<file path="src/rtl/cordic_sincos.sv">
// Iterative rotation-mode CORDIC sine/cosine with a valid/ready request port.
// Define CORDIC_SAT_EN to clamp both results to [-1.0, +1.0] before registration.
module cordic_sincos #(
  parameter int INT_WIDTH  = 9,
  parameter int FRAC_WIDTH = 16,
  parameter int ITER       = 16
) (
  input  logic                            clk,
  input  logic                            rst,
  input  logic [INT_WIDTH+FRAC_WIDTH-1:0] theta,
  input  logic                            theta_valid,
  output logic                            ready,
  output logic [INT_WIDTH+FRAC_WIDTH-1:0] cos_data,
  output logic                            cos_valid,
  output logic [INT_WIDTH+FRAC_WIDTH-1:0] sin_data,
  output logic                            sin_valid
);

  localparam int W  = INT_WIDTH + FRAC_WIDTH;
  localparam int DW = W + 2;

  localparam logic signed [DW-1:0] TWO_PI        = DW'(411775);
  localparam logic signed [DW-1:0] PI            = DW'(205887);
  localparam logic signed [DW-1:0] HALF_PI       = DW'(102944);
  localparam logic signed [DW-1:0] THREE_HALF_PI = DW'(308831);
  localparam logic signed [DW-1:0] CORDIC_K      = DW'(39797);
`ifdef CORDIC_SAT_EN
  localparam logic signed [DW-1:0] ONE           = DW'(65536);
`endif
  localparam logic [4:0]           LAST_ITER     = 5'(ITER - 1);

  typedef enum logic [1:0] {IDLE, REDUCE, ITERATE, DONE} state_t;

  state_t                 state;
  logic signed [DW-1:0]   x_q, y_q, z_q;
  logic [4:0]             cnt;
  logic                   neg_q;

  logic signed [DW-1:0]   wrapped, reduced;
  logic                   red_neg;
  logic signed [DW-1:0]   x_sh, y_sh, x_nx, y_nx, z_nx;
  logic signed [DW-1:0]   cos_full, sin_full;

  function automatic logic signed [DW-1:0] atan_tab(input logic [4:0] i);
    case (i)
      5'd0:    return DW'(51472);
      5'd1:    return DW'(30386);
      5'd2:    return DW'(16055);
      5'd3:    return DW'(8150);
      5'd4:    return DW'(4091);
      5'd5:    return DW'(2047);
      5'd6:    return DW'(1024);
      5'd7:    return DW'(512);
      5'd8:    return DW'(256);
      5'd9:    return DW'(128);
      5'd10:   return DW'(64);
      5'd11:   return DW'(32);
      5'd12:   return DW'(16);
      5'd13:   return DW'(8);
      5'd14:   return DW'(4);
      5'd15:   return DW'(2);
      default: return '0;
    endcase
  endfunction

  // z_q holds the raw accepted angle while in REDUCE; one wrap then fold into [-pi/2, pi/2].
  always_comb begin
    wrapped = z_q;
    if (z_q < 0)
      wrapped = z_q + TWO_PI;
    else if (z_q >= TWO_PI)
      wrapped = z_q - TWO_PI;

    reduced = wrapped;
    red_neg = 1'b0;
    if (wrapped > HALF_PI && wrapped <= THREE_HALF_PI) begin
      reduced = wrapped - PI;
      red_neg = 1'b1;
    end else if (wrapped > THREE_HALF_PI) begin
      reduced = wrapped - TWO_PI;
    end
  end

  always_comb begin
    x_sh = x_q >>> cnt;
    y_sh = y_q >>> cnt;
    if (z_q >= 0) begin
      x_nx = x_q - y_sh;
      y_nx = y_q + x_sh;
      z_nx = z_q - atan_tab(cnt);
    end else begin
      x_nx = x_q + y_sh;
      y_nx = y_q - x_sh;
      z_nx = z_q + atan_tab(cnt);
    end
  end

  // Results are taken from the final micro-rotation so they register on the edge entering DONE.
  always_comb begin
    cos_full = neg_q ? -x_nx : x_nx;
    sin_full = neg_q ? -y_nx : y_nx;
`ifdef CORDIC_SAT_EN
    if (cos_full > ONE)
      cos_full = ONE;
    else if (cos_full < -ONE)
      cos_full = -ONE;
    if (sin_full > ONE)
      sin_full = ONE;
    else if (sin_full < -ONE)
      sin_full = -ONE;
`endif
  end

  always_ff @(posedge clk) begin
    if (rst) begin
      state     <= IDLE;
      ready     <= 1'b1;
      cos_valid <= 1'b0;
      sin_valid <= 1'b0;
      cos_data  <= '0;
      sin_data  <= '0;
      x_q       <= '0;
      y_q       <= '0;
      z_q       <= '0;
      cnt       <= '0;
      neg_q     <= 1'b0;
    end else begin
      case (state)
        IDLE: begin
          if (theta_valid) begin
            z_q   <= {{2{theta[W-1]}}, theta};
            ready <= 1'b0;
            state <= REDUCE;
          end
        end
        REDUCE: begin
          x_q   <= CORDIC_K;
          y_q   <= '0;
          z_q   <= reduced;
          neg_q <= red_neg;
          cnt   <= '0;
          state <= ITERATE;
        end
        ITERATE: begin
          x_q <= x_nx;
          y_q <= y_nx;
          z_q <= z_nx;
          cnt <= cnt + 5'd1;
          if (cnt == LAST_ITER) begin
            cos_data  <= cos_full[W-1:0];
            sin_data  <= sin_full[W-1:0];
            cos_valid <= 1'b1;
            sin_valid <= 1'b1;
            state     <= DONE;
          end
        end
        DONE: begin
          cos_valid <= 1'b0;
          sin_valid <= 1'b0;
          ready     <= 1'b1;
          state     <= IDLE;
        end
        default: begin
          ready <= 1'b1;
          state <= IDLE;
        end
      endcase
    end
  end

endmodule

</file>
<file path="config.mk">
export PLATFORM = sky130hd
export DESIGN_NAME = cordic_sincos
export DESIGN_NICKNAME = d
export VERILOG_FILES = /design/src/rtl/cordic_sincos.sv
export SDC_FILE = /design/constraint.sdc
export NUM_CORES = 1
export LEC_CHECK = 0
export BUFFER_PORTS_ARGS = -buffer_cell sky130_fd_sc_hd__buf_4
export CORE_MARGIN = 2
export CORE_UTILIZATION = 25
export CTS_CLUSTER_DIAMETER = 50
export DETAILED_ROUTE_END_ITERATION = 10
export PLACE_DENSITY = 0.46
export SLEW_MARGIN = 20
export SYNTH_ARGS = -nofsm -noshare
export SYNTH_HDL_FRONTEND = slang
export SYNTH_SLANG_ARGS = --single-unit
</file>
<file path="constraint.sdc">
create_clock -name clk -period 17.06 [get_ports clk]
set_input_delay 0 -clock clk [delete_from_list [all_inputs] [get_ports clk]]
set_output_delay 0 -clock clk [all_outputs]
set_load 0.01 [all_outputs]
</file>
==> flow_metrics.env <==
export IMPL_synth_distinct_cells=99
export IMPL_rows=99
export IMPL_yosysWarningCount=0
export IMPL_initial_core_util=0.2513
export IMPL_nNetsFinal=2522
export IMPL_post_cts_buffers=0
export IMPL_clk_pin_slew_ns=0.08
export IMPL_synth_edf_count=0
export IMPL_area_growth_pct=11.79
export IMPL_ant_nets=0
export IMPL_clock_path_buffers=2
export IMPL_vias_per_cell=5.536
export IMPL_setup_tns_final_ns=0
export IMPL_ctsRootBufferMaster="clkbuf_16"
export IMPL_max_slew_worst_pin_slew_ns=1.080
export IMPL_cts_sinks=157
export IMPL_min_path_type="input pin to flop"
export IMPL_htreeDepth=4
export IMPL_crit_arrival_ns=7.93
export IMPL_crit_fanout=55
export IMPL_placed_cells=3307
export IMPL_p_per_area_nw_per_um2=200.4
export IMPL_first_iter_violations=1378
export IMPL_leakagePower_nw=7.689
export IMPL_slew_headroom=0.2799
export IMPL_rsz0062_at_grt="false"
export IMPL_cts_resized=0
export IMPL_skew_ns=0.02214
export IMPL_netlist_area_um2=18270
export IMPL_multiInputGateArea_um2=14220
export IMPL_insertion_delay_ns=0.50
export IMPL_period_needed_ns=7.518
export IMPL_yosysMostFrequentCell="nor2_1"
export IMPL_antenna_found_initial=0
export IMPL_cap_viol_max_count=0
export IMPL_clock_fmax_ghz=0.1330
export IMPL_netlist_top_cells_area="dfxtp_1 (17%), mux4_2 (8.5%), ha_1 (7.2%)"
export IMPL_wl_per_cell_um=21.12
export IMPL_die_area_um2=75260
export IMPL_synth_top_area_frac=0.1720
export IMPL_diodes=0
export IMPL_ios=81
export IMPL_gp_congestion=0.9369
export IMPL_wirelength_um=70920
export IMPL_maxSlewViolCount=0
export IMPL_period_share=0.4407
export IMPL_fillCellCount=7883
export IMPL_syn_avg_cell_area_um2=7.632
export IMPL_cts_hold_buf=19
export IMPL_status="completed"
export IMPL_syn_nets=2530
export IMPL_synth_common_cells="nor2_1 (260), nand2_1 (251), dfxtp_1 (157)"
export IMPL_cts_buffers=17
export IMPL_drive_gt1_frac=0.1193
export IMPL_drt_first_pass_iters=5
export IMPL_port_buffers=80
export IMPL_fin_cells=3357
export IMPL_critPathKind="flop to flop"
export IMPL_grt_pass1_wl_um=108800
export IMPL_synthCells=2394
export IMPL_synth_ff_type="dfxtp_1"
export IMPL_finalSetupViolations=0
export IMPL_die_y_um=274.3
export IMPL_grt_max_degree=88
export IMPL_end_kind="flop"
export IMPL_die_x_um=274.3
export IMPL_vdd_drop_max_v=0.0001375
export IMPL_track_usage=0.1873
export IMPL_cp_required_ns=17.48
export IMPL_ys_seq_area_frac=0.1720
export IMPL_num_vias=18590
export IMPL_async_flop_share=0
export IMPL_power_mw=4.094
export IMPL_hold_viol_final=0
export IMPL_core_um2=72710
export IMPL_drc=0
export IMPL_cts_tree="done"
export IMPL_crit_path_start_kind="flop"
export IMPL_grt_ovfl_total=0
export IMPL_dp_hpwl_um=53500
export IMPL_ys_ff_latch=157
export IMPL_seqCellArea_um2=3154
export IMPL_grt_pass1_vias=17850
export IMPL_synth_area_leader_cell="dfxtp_1"
-- kinds of logic after synthesis --
| group | Yosys count | synth area share |
|---|---|---|
| compound gates | 721 | 0.2694 |
| xor+xnor | 202 | 0.09683 |
| fa+ha+maj | 108 | 0.07519 |
| buf+inv | 227 | 0.05061 |
| flops | 157 | 0.1720 |
| mux | 107 | 0.1069 |
| simple gates | 872 | 0.2291 |
-- layer usage --
layer	track usage	wire, um	share of wire
met5	0	0	0
met4	0.06436	2003	0.028
met3	0.02382	3203	0.045
met2	0.3221	33990	0.48
met1	0.2401	31720	0.45
-- stage by stage --
step,util,setup WS (ns),hold slack [ns],instance area [um^2]
4_1_cts,0.2809,9.615,0.0005486,20430
5_1_grt,0.2809,9.142,0.06485,20430
3_5_place_dp,0.2703,9.625,0.3304,19650
2_1_floorplan,-,10.38,0.1795,18270
3_3_place_gp,0.2703,9.642,0.3331,19650
6_report,0.2809,9.542,0.03842,20430
-- final timing paths --
path / startpoint / end / slack [ns] / cells after the start
max: cnt[0] / cos_data[24] / 9.54 / 21
max reg2reg: cnt[0] / cos_data[24] / 9.54 / 21
min: theta[13] / z_q[13] / 0.04 / 3
min reg2reg: cos_data[7] / cos_data[7] / 0.46 / 2
-- where the power goes --
| group | internal [mW] | switching, mW | leakage [nW] |
|---|---|---|---|
| clock network | 0.210 | 0.203 | 0.284 |
| registers | 0.422 | 0.177 | 1.28 |
| logic | 1.13 | 1.95 | 6.13 |
-- layout by cell type (no fill, tap or decap), types with 36 or more instances in the layout --
cell type	n
nor2_1	259
nand2_1	251
dfxtp_1	152
a21oi_1	141
o21ai_0	128
xnor2_1	123
buf_4	107
ha_1	104
xor2_1	79
inv_1	70
mux4_2	69
a211oi_1	69
nand3_1	67
nor3_1	62
a21o_1	48
a22oi_1	45
o31ai_1	44
nand2b_1	36
-- layout make-up --
type / count / share of cell area
Clock inverter: 13 / 0.006983
Tap cell: 959 / 0.05874
Timing Repair Buffer: 126 / 0.04864
Inverter: 74 / 0.01360
Multi-Input combinational cell: 2010 / 0.6961
Clock buffer: 18 / 0.02150
Sequential cell: 157 / 0.1544
-- critical path, stage by stage (launching register included) --
cell	delay (ns)
dfxtp_4	0.98
mux4_2	0.67
mux2_2	0.33
mux4_2	0.52
a2111oi_2	0.36
nand3_1	0.22
inv_1	0.09
nand3_1	0.17
o21ai_0	0.26
xnor2_1	0.16
ha_1	0.31
a211o_1	0.29
o32ai_1	0.22
a21oi_1	0.12
a31o_2	0.32
and3_1	0.18
nor3_1	0.46
nand4_1	0.30
or4_1	0.64
o41ai_1	0.42
xor2_1	0.15
a211oi_1	0.24
(Power assumes the default switching activity.)
